--- src/rtl/move_scheduler.sv ---
`default_nettype none
// ============================================================================
//  Module   : move_scheduler
//  Purpose  : Decodes PS/2 arrow-key make codes into direction requests,
//             filters and buffers them in a 2-entry queue, and commits one
//             direction per game step issued over a req/ack handshake that
//             is paced by a programmable tick divider.
//  Revision : 1.0 - initial release
// ============================================================================
module move_scheduler #(
   parameter int         TICK_DIV = 2500000,
   parameter logic [1:0] INIT_DIR = 2'd0
) (
   input  logic       clk,
   input  logic       reset,
   input  logic       newKey,
   input  logic [7:0] keyCode,
   input  logic       enable,
   input  logic       restart,
   input  logic       step_ack,
   output logic       step_req,
   output logic [1:0] dir,
   output logic       dropped,
   output logic [1:0] q_count
);

   // Counter width; TICK_DIV is at least 2 so this is never zero
   localparam int            CW       = (TICK_DIV > 1) ? $clog2(TICK_DIV) : 1;
   localparam logic [CW-1:0] C_LAST   = CW'(TICK_DIV - 1);

   // Scan codes of interest
   localparam logic [7:0]    C_KEY_BRK   = 8'hF0;
   localparam logic [7:0]    C_KEY_EXT   = 8'hE0;
   localparam logic [7:0]    C_KEY_RIGHT = 8'h74;
   localparam logic [7:0]    C_KEY_UP    = 8'h75;
   localparam logic [7:0]    C_KEY_LEFT  = 8'h6B;
   localparam logic [7:0]    C_KEY_DOWN  = 8'h72;

   typedef enum logic [0:0] {
      IDLE = 1'b0,
      REQ  = 1'b1
   } state_t;

   state_t          r_state;
   logic [CW-1:0]   r_count;
   logic            r_step_req;
   logic [1:0]      r_dir;
   logic            r_brk;
   logic [1:0]      r_q0;        // queue head
   logic [1:0]      r_q1;        // second entry (tail when full)
   logic [1:0]      r_qcnt;
   logic            r_dropped;

   logic            w_key_valid;
   logic [1:0]      w_key_dir;
   logic            w_tick;
   logic            w_pop;
   logic [1:0]      w_tail;
   logic [1:0]      w_cnt_pp;
   logic            w_reject;
   logic            w_key_live;
   logic            w_push;
   logic            w_drop;
   logic [1:0]      w_q0_n;
   logic [1:0]      w_q1_n;
   logic [1:0]      w_cnt_n;

   // Arrow make-code decode; anything following a break prefix is ignored
   always_comb begin
      w_key_valid = 1'b0;
      w_key_dir   = 2'd0;
      if (newKey && !r_brk) begin
         w_key_valid = 1'b1;
         case (keyCode)
            C_KEY_RIGHT: w_key_dir = 2'd0;
            C_KEY_UP:    w_key_dir = 2'd1;
            C_KEY_LEFT:  w_key_dir = 2'd2;
            C_KEY_DOWN:  w_key_dir = 2'd3;
            default:     w_key_valid = 1'b0;
         endcase
      end
   end

   // Tick edge: last IDLE count while running; restart suppresses it
   assign w_tick = (r_state == IDLE) && enable && !restart && (r_count == C_LAST);
   assign w_pop  = w_tick && (r_qcnt != 2'd0);

   // Filter reference. When a pop empties a 1-entry queue the popped head
   // becomes dir, which equals the old tail, so the pre-pop tail is correct
   // in every case.
   assign w_tail     = (r_qcnt == 2'd2) ? r_q1 :
                       (r_qcnt == 2'd1) ? r_q0 : r_dir;
   assign w_cnt_pp   = r_qcnt - {1'b0, w_pop};
   assign w_reject   = (w_key_dir == w_tail) ||
                       (w_key_dir == (w_tail ^ 2'd2)) ||
                       (w_cnt_pp == 2'd2);
   assign w_key_live = enable && !restart && w_key_valid;
   assign w_push     = w_key_live && !w_reject;
   assign w_drop     = w_key_live && w_reject;

   // Next queue contents: apply the pop first, then append the push
   always_comb begin
      w_q0_n  = w_pop ? r_q1 : r_q0;
      w_q1_n  = r_q1;
      w_cnt_n = w_cnt_pp;
      if (w_push) begin
         if (w_cnt_pp == 2'd0) begin
            w_q0_n = w_key_dir;
         end else begin
            w_q1_n = w_key_dir;
         end
         w_cnt_n = w_cnt_pp + 2'd1;
      end
   end

   // Break-prefix flag tracking the PS/2 byte stream
   always_ff @(posedge clk or negedge reset) begin
      if (!reset) begin
         r_brk <= 1'b0;
      end else if (restart) begin
         r_brk <= 1'b0;
      end else if (newKey) begin
         if (keyCode == C_KEY_BRK) begin
            r_brk <= 1'b1;
         end else if (keyCode != C_KEY_EXT) begin
            r_brk <= 1'b0;
         end
      end
   end

   // Direction queue storage; flushed by restart or while disabled
   always_ff @(posedge clk or negedge reset) begin
      if (!reset) begin
         r_q0   <= 2'd0;
         r_q1   <= 2'd0;
         r_qcnt <= 2'd0;
      end else if (restart || !enable) begin
         r_qcnt <= 2'd0;
      end else begin
         r_q0   <= w_q0_n;
         r_q1   <= w_q1_n;
         r_qcnt <= w_cnt_n;
      end
   end

   // One-cycle pulse for a decoded arrow request that was discarded
   always_ff @(posedge clk or negedge reset) begin
      if (!reset) begin
         r_dropped <= 1'b0;
      end else begin
         r_dropped <= w_drop;
      end
   end

   // Step pacing FSM: tick divider, req/ack handshake and direction commit
   always_ff @(posedge clk or negedge reset) begin
      if (!reset) begin
         r_state    <= IDLE;
         r_count    <= '0;
         r_step_req <= 1'b0;
         r_dir      <= INIT_DIR;
      end else begin
         case (r_state)
            IDLE: begin
               if (restart || !enable) begin
                  r_count <= '0;
               end else if (r_count == C_LAST) begin
                  r_state    <= REQ;
                  r_step_req <= 1'b1;
                  r_count    <= '0;
                  if (r_qcnt != 2'd0) begin
                     r_dir <= r_q0;
                  end
               end else begin
                  r_count <= r_count + CW'(1);
               end
            end
            REQ: begin
               // Counter stays frozen; the handshake completes even if
               // enable dropped or a restart arrived meanwhile
               if (step_ack) begin
                  r_state    <= IDLE;
                  r_step_req <= 1'b0;
                  r_count    <= '0;
               end
            end
            default: begin
               r_state    <= IDLE;
               r_step_req <= 1'b0;
               r_count    <= '0;
            end
         endcase
         // Restart overrides any commit on the same edge
         if (restart) begin
            r_dir <= INIT_DIR;
         end
      end
   end

   assign step_req = r_step_req;
   assign dir      = r_dir;
   assign dropped  = r_dropped;
   assign q_count  = r_qcnt;

endmodule
`default_nettype wire

--- config.mk ---
export PLATFORM = sky130hd
export DESIGN_NAME = move_scheduler
export DESIGN_NICKNAME = d
export VERILOG_FILES = /design/src/rtl/move_scheduler.sv
export SDC_FILE = /design/constraint.sdc
export NUM_CORES = 1
export LEC_CHECK = 0
export CAP_MARGIN = 20
export CORE_MARGIN = 3
export CORE_UTILIZATION = 29
export DETAILED_ROUTE_END_ITERATION = 10
export SKIP_LAST_GASP = 1
export SYNTH_ARGS = -nofsm -noshare
export SYNTH_HDL_FRONTEND = slang
export SYNTH_SLANG_ARGS = --single-unit
--- constraint.sdc ---
create_clock -name clk -period 4.3 [get_ports clk]
set_clock_uncertainty 0.15 [all_clocks]
set_input_delay 0.86 -clock clk [delete_from_list [all_inputs] [get_ports clk]]
set_output_delay 0.86 -clock clk [all_outputs]
set_load 0.01 [all_outputs]
==> results.json <==
{
  "status": "finished, final reports clean",
  "setup_tns_ns": 0,
  "p_per_area_nw_per_um2": 258,
  "yosysUniqueCellTypes": 43,
  "drv_cap": 0,
  "pin_count": 20,
  "viasPerCell": 5.26,
  "cts_sinks": 34,
  "initial_core_util_pct": 30.6,
  "antenna_cells": 0,
  "ys_seq_elements": 34,
  "synth_area_per_cell_um2": 9.42,
  "cts.path.max_buffers": 2,
  "routed_wl_mm": 4.39,
  "regToRegStartpoint": "r_count[16]",
  "drive_gt1_share_pct": 5.93,
  "cp_slowest_cell": "clkdlybuf4s50_1",
  "ctsResizeCount": 0,
  "detail-route-antenna-nets": 0,
  "power_frac_comb_pct": 6.9,
  "n_fill_cell": 667,
  "startpoint_type": "input pin",
  "die-area_um2": 7890,
  "fmax_ghz": 0.320,
  "timing.rr.end": "r_q1[1]",
  "end_kind": "flop",
  "cts_tree": "yes",
  "portBuffers": 19,
  "p_sw_share_pct": 23.4,
  "slew_viol_final": 0,
  "cp-startpoint": "enable",
  "synth_warnings": 0,
  "cts_root_buf": "clkbuf_8",
  "crit_top_cell": "nor3_1",
  "seq_area_frac_synth_pct": 42.8,
  "r2r_slack_ns": 1.34,
  "die_w_um": 88.8,
  "grt_start_max_net_pins": 35,
  "hp-class": "flop to flop",
  "place_congestion": 0.815,
  "syn_area_um2": 1990,
  "area_growth_pct": 19.2,
  "worstMarginPinSlew_ns": 0.918,
  "rsz0062_at_grt": "no",
  "hpwl_mm": 3.16,
  "h-tree-depth": 2,
  "synth_edf_count": 0,
  "cp-endpoint": "r_q1[1]",
  "hold_buffers": 0,
  "wire_per_inst_um": 14.0,
  "pwr-share-seq_pct": 52.7,
  "synthFlopType": "dfrtp_1",
  "dr.pass1.iters": 4,
  "arrival_ns": 3.15,
  "peakVddDrop_uv": 94.1,
  "core_um2": 6490,
  "synth_cells": 211,
  "grt_use_total_pct": 11.9,
  "cp_cell_sequence": "clkdlybuf4s50_1 -> nor2b_1 -> nand2b_1 -> nor3_1 -> ha_1 -> nor3_1 -> mux2_2",
  "hold_viol": 0,
  "synthArstFlopShare_pct": 100,
  "gr-total-overflow": 0,
  "power.total_uw": 612,
  "antenna_found_initial": 0,
  "rows": 29,
  "worst_path_largest_cell_delay_ns": 0.49,
  "synth_nets": 227,
  "clk_latency_ns": 0.29,
  "p_sw_uw": 143,
  "crit_type": "input pin to flop",
  "intPower_uw": 469,
  "grt_pass1_vias": 1580,
  "drtIter0Drc": 109,
  "path_clk_slew_ns": 0.07,
  "cts_buffers": 5,
  "nNetsFinal": 251,
  "die_height_um": 88.8,
  "routed-via-count": 1645,
  "p_leak_nw": 0.937,
  "power_frac_clock_pct": 40.5,
  "setup_viol": 0,
  "drc": 0,
  "slew-limit-headroom_pct": 38.0,
  "critPathRequiredTime_ns": 4.32,
  "min_period_ns": 3.13,
  "r2r.worst_path.cells": 7,
  "grt_pass1_wl_mm": 7.40,
  "crit_fanout": 5,
  "postCtsSetupBuffers": 0,
  "period_share_pct": 72.7
}
## worst max-delay path: cells and delay by family
kind,cells,cell delay (ns)
buf+inv,1,0.49
fa+ha+maj,1,0.30
simple gates,4,1.11
mux,1,0.38
## power groups by stage
stage	combinational, mW	sequential (mW)	clock, mW
finish	0.0421	0.322	0.248
global route	0.0469	0.322	0.268
CTS	0.0429	0.322	0.256
detailed placement	0.0428	0.328	0
global placement	0.0419	0.328	0
floorplan	0.0162	0.328	0
## layout by cell type, fill, tap and decap left out, drive strengths merged, types with 4 or more instances in the layout
cell type,count
mux2i,13
dfrtp,34
nand4b,4
nand4,6
a21oi,10
nor2,18
and3,4
nand2,17
nor2b,5
nand3,14
o21ai,5
and4,4
nand2b,4
clkbuf,6
nor3,11
inv,7
clkdlybuf4s50,19
xnor2,10
## routing by layer
layer,vias to the layer above,GRT usage [%],wire [um]
li1,829,-,-
met1,789,16.3,2270
met2,21,19.0,1940
met3,6,1.68,105
met4,0,4.12,69
met5,-,0,0
## state kept, by name, indices dropped and copies added, names as in the netlist
name and count:
r_count 22, dir 2, q_count 2, r_q0 2, r_q1 2, dropped 1, r_brk 1, r_state 1
step_req 1
## cells by family after synthesis
family / share of synthesized area [%]
multiplexers: 7.68
flip-flops: 42.8
AND/OR/NAND/NOR: 28.2
adder cells (fa/ha/maj): 1.26
AO/OA/AOI/OAI: 12.3
buffers and inverters: 2.45
XOR/XNOR: 5.29
## stage by stage
stage / hold WS (ns) / setup WS [ns] / utilization (%) / cells / area, um2
global placement: 0.336 / 0.945 / 35.0 / 305 / 2270
floorplan: 0.308 / 1.57 / - / 211 / 1990
global route: 0.380 / 0.958 / 36.5 / 313 / 2370
CTS: 0.354 / 1.17 / 36.5 / 313 / 2370
finish: 0.354 / 1.17 / 36.5 / 313 / 2370
detailed placement: 0.341 / 0.865 / 35.0 / 305 / 2270
## Yosys cell counts (2+ instances only)
cell type,number,area [um2]
nand2_1,17,63.8
xnor2_1,10,87.6
nor3_1,10,50.1
a31oi_1,3,18.8
clkbuf_1,2,7.51
a22o_1,3,26.3
nor4b_1,3,26.3
nand3_1,14,70.1
mux2_2,2,22.5
nand4b_1,4,35.0
a21oi_1,10,50.1
nor3b_1,2,15.0
and3b_1,3,26.3
xor2_1,2,17.5
a211oi_1,2,15.0
mux2i_1,13,130
o21ai_0,5,25.0
a211o_1,2,17.5
inv_1,7,26.3
and3_1,4,25.0
buf_2,3,15.0
nand4_1,6,37.5
nand2b_1,4,25.0
nor2_1,18,67.6
o2111ai_1,2,17.5
dfrtp_1,34,851
a311oi_1,2,17.5
and4_1,4,35.0
ha_1,2,25.0
nor2b_1,5,31.3
## area by class of cell
type | count | area, um2 | share of cell area, %
multi-input combinational | 165 | 1090 | 45.9
sequential | 34 | 851 | 35.9
timing repair buffer | 22 | 213 | 8.98
tap | 77 | 96.3 | 4.07
clock buffer | 6 | 82.6 | 3.48
inverter | 7 | 26.3 | 1.11
clock inverter | 2 | 12.5 | 0.528
## worst min-delay path by stage
| stage | depth (start not counted) | startpoint | end |
|---|---|---|---|
| final | 1 | r_count[20] | r_count[20] |
| after detailed placement | 1 | r_count[9] | r_count[9] |
| after global routing | 1 | r_q0[1] | r_q0[1] |
| after floorplan | 1 | r_q0[1] | r_q0[1] |
| after global placement | 1 | r_count[9] | r_count[9] |
| after CTS | 1 | r_count[9] | r_count[9] |
(Power assumes the default switching activity.)
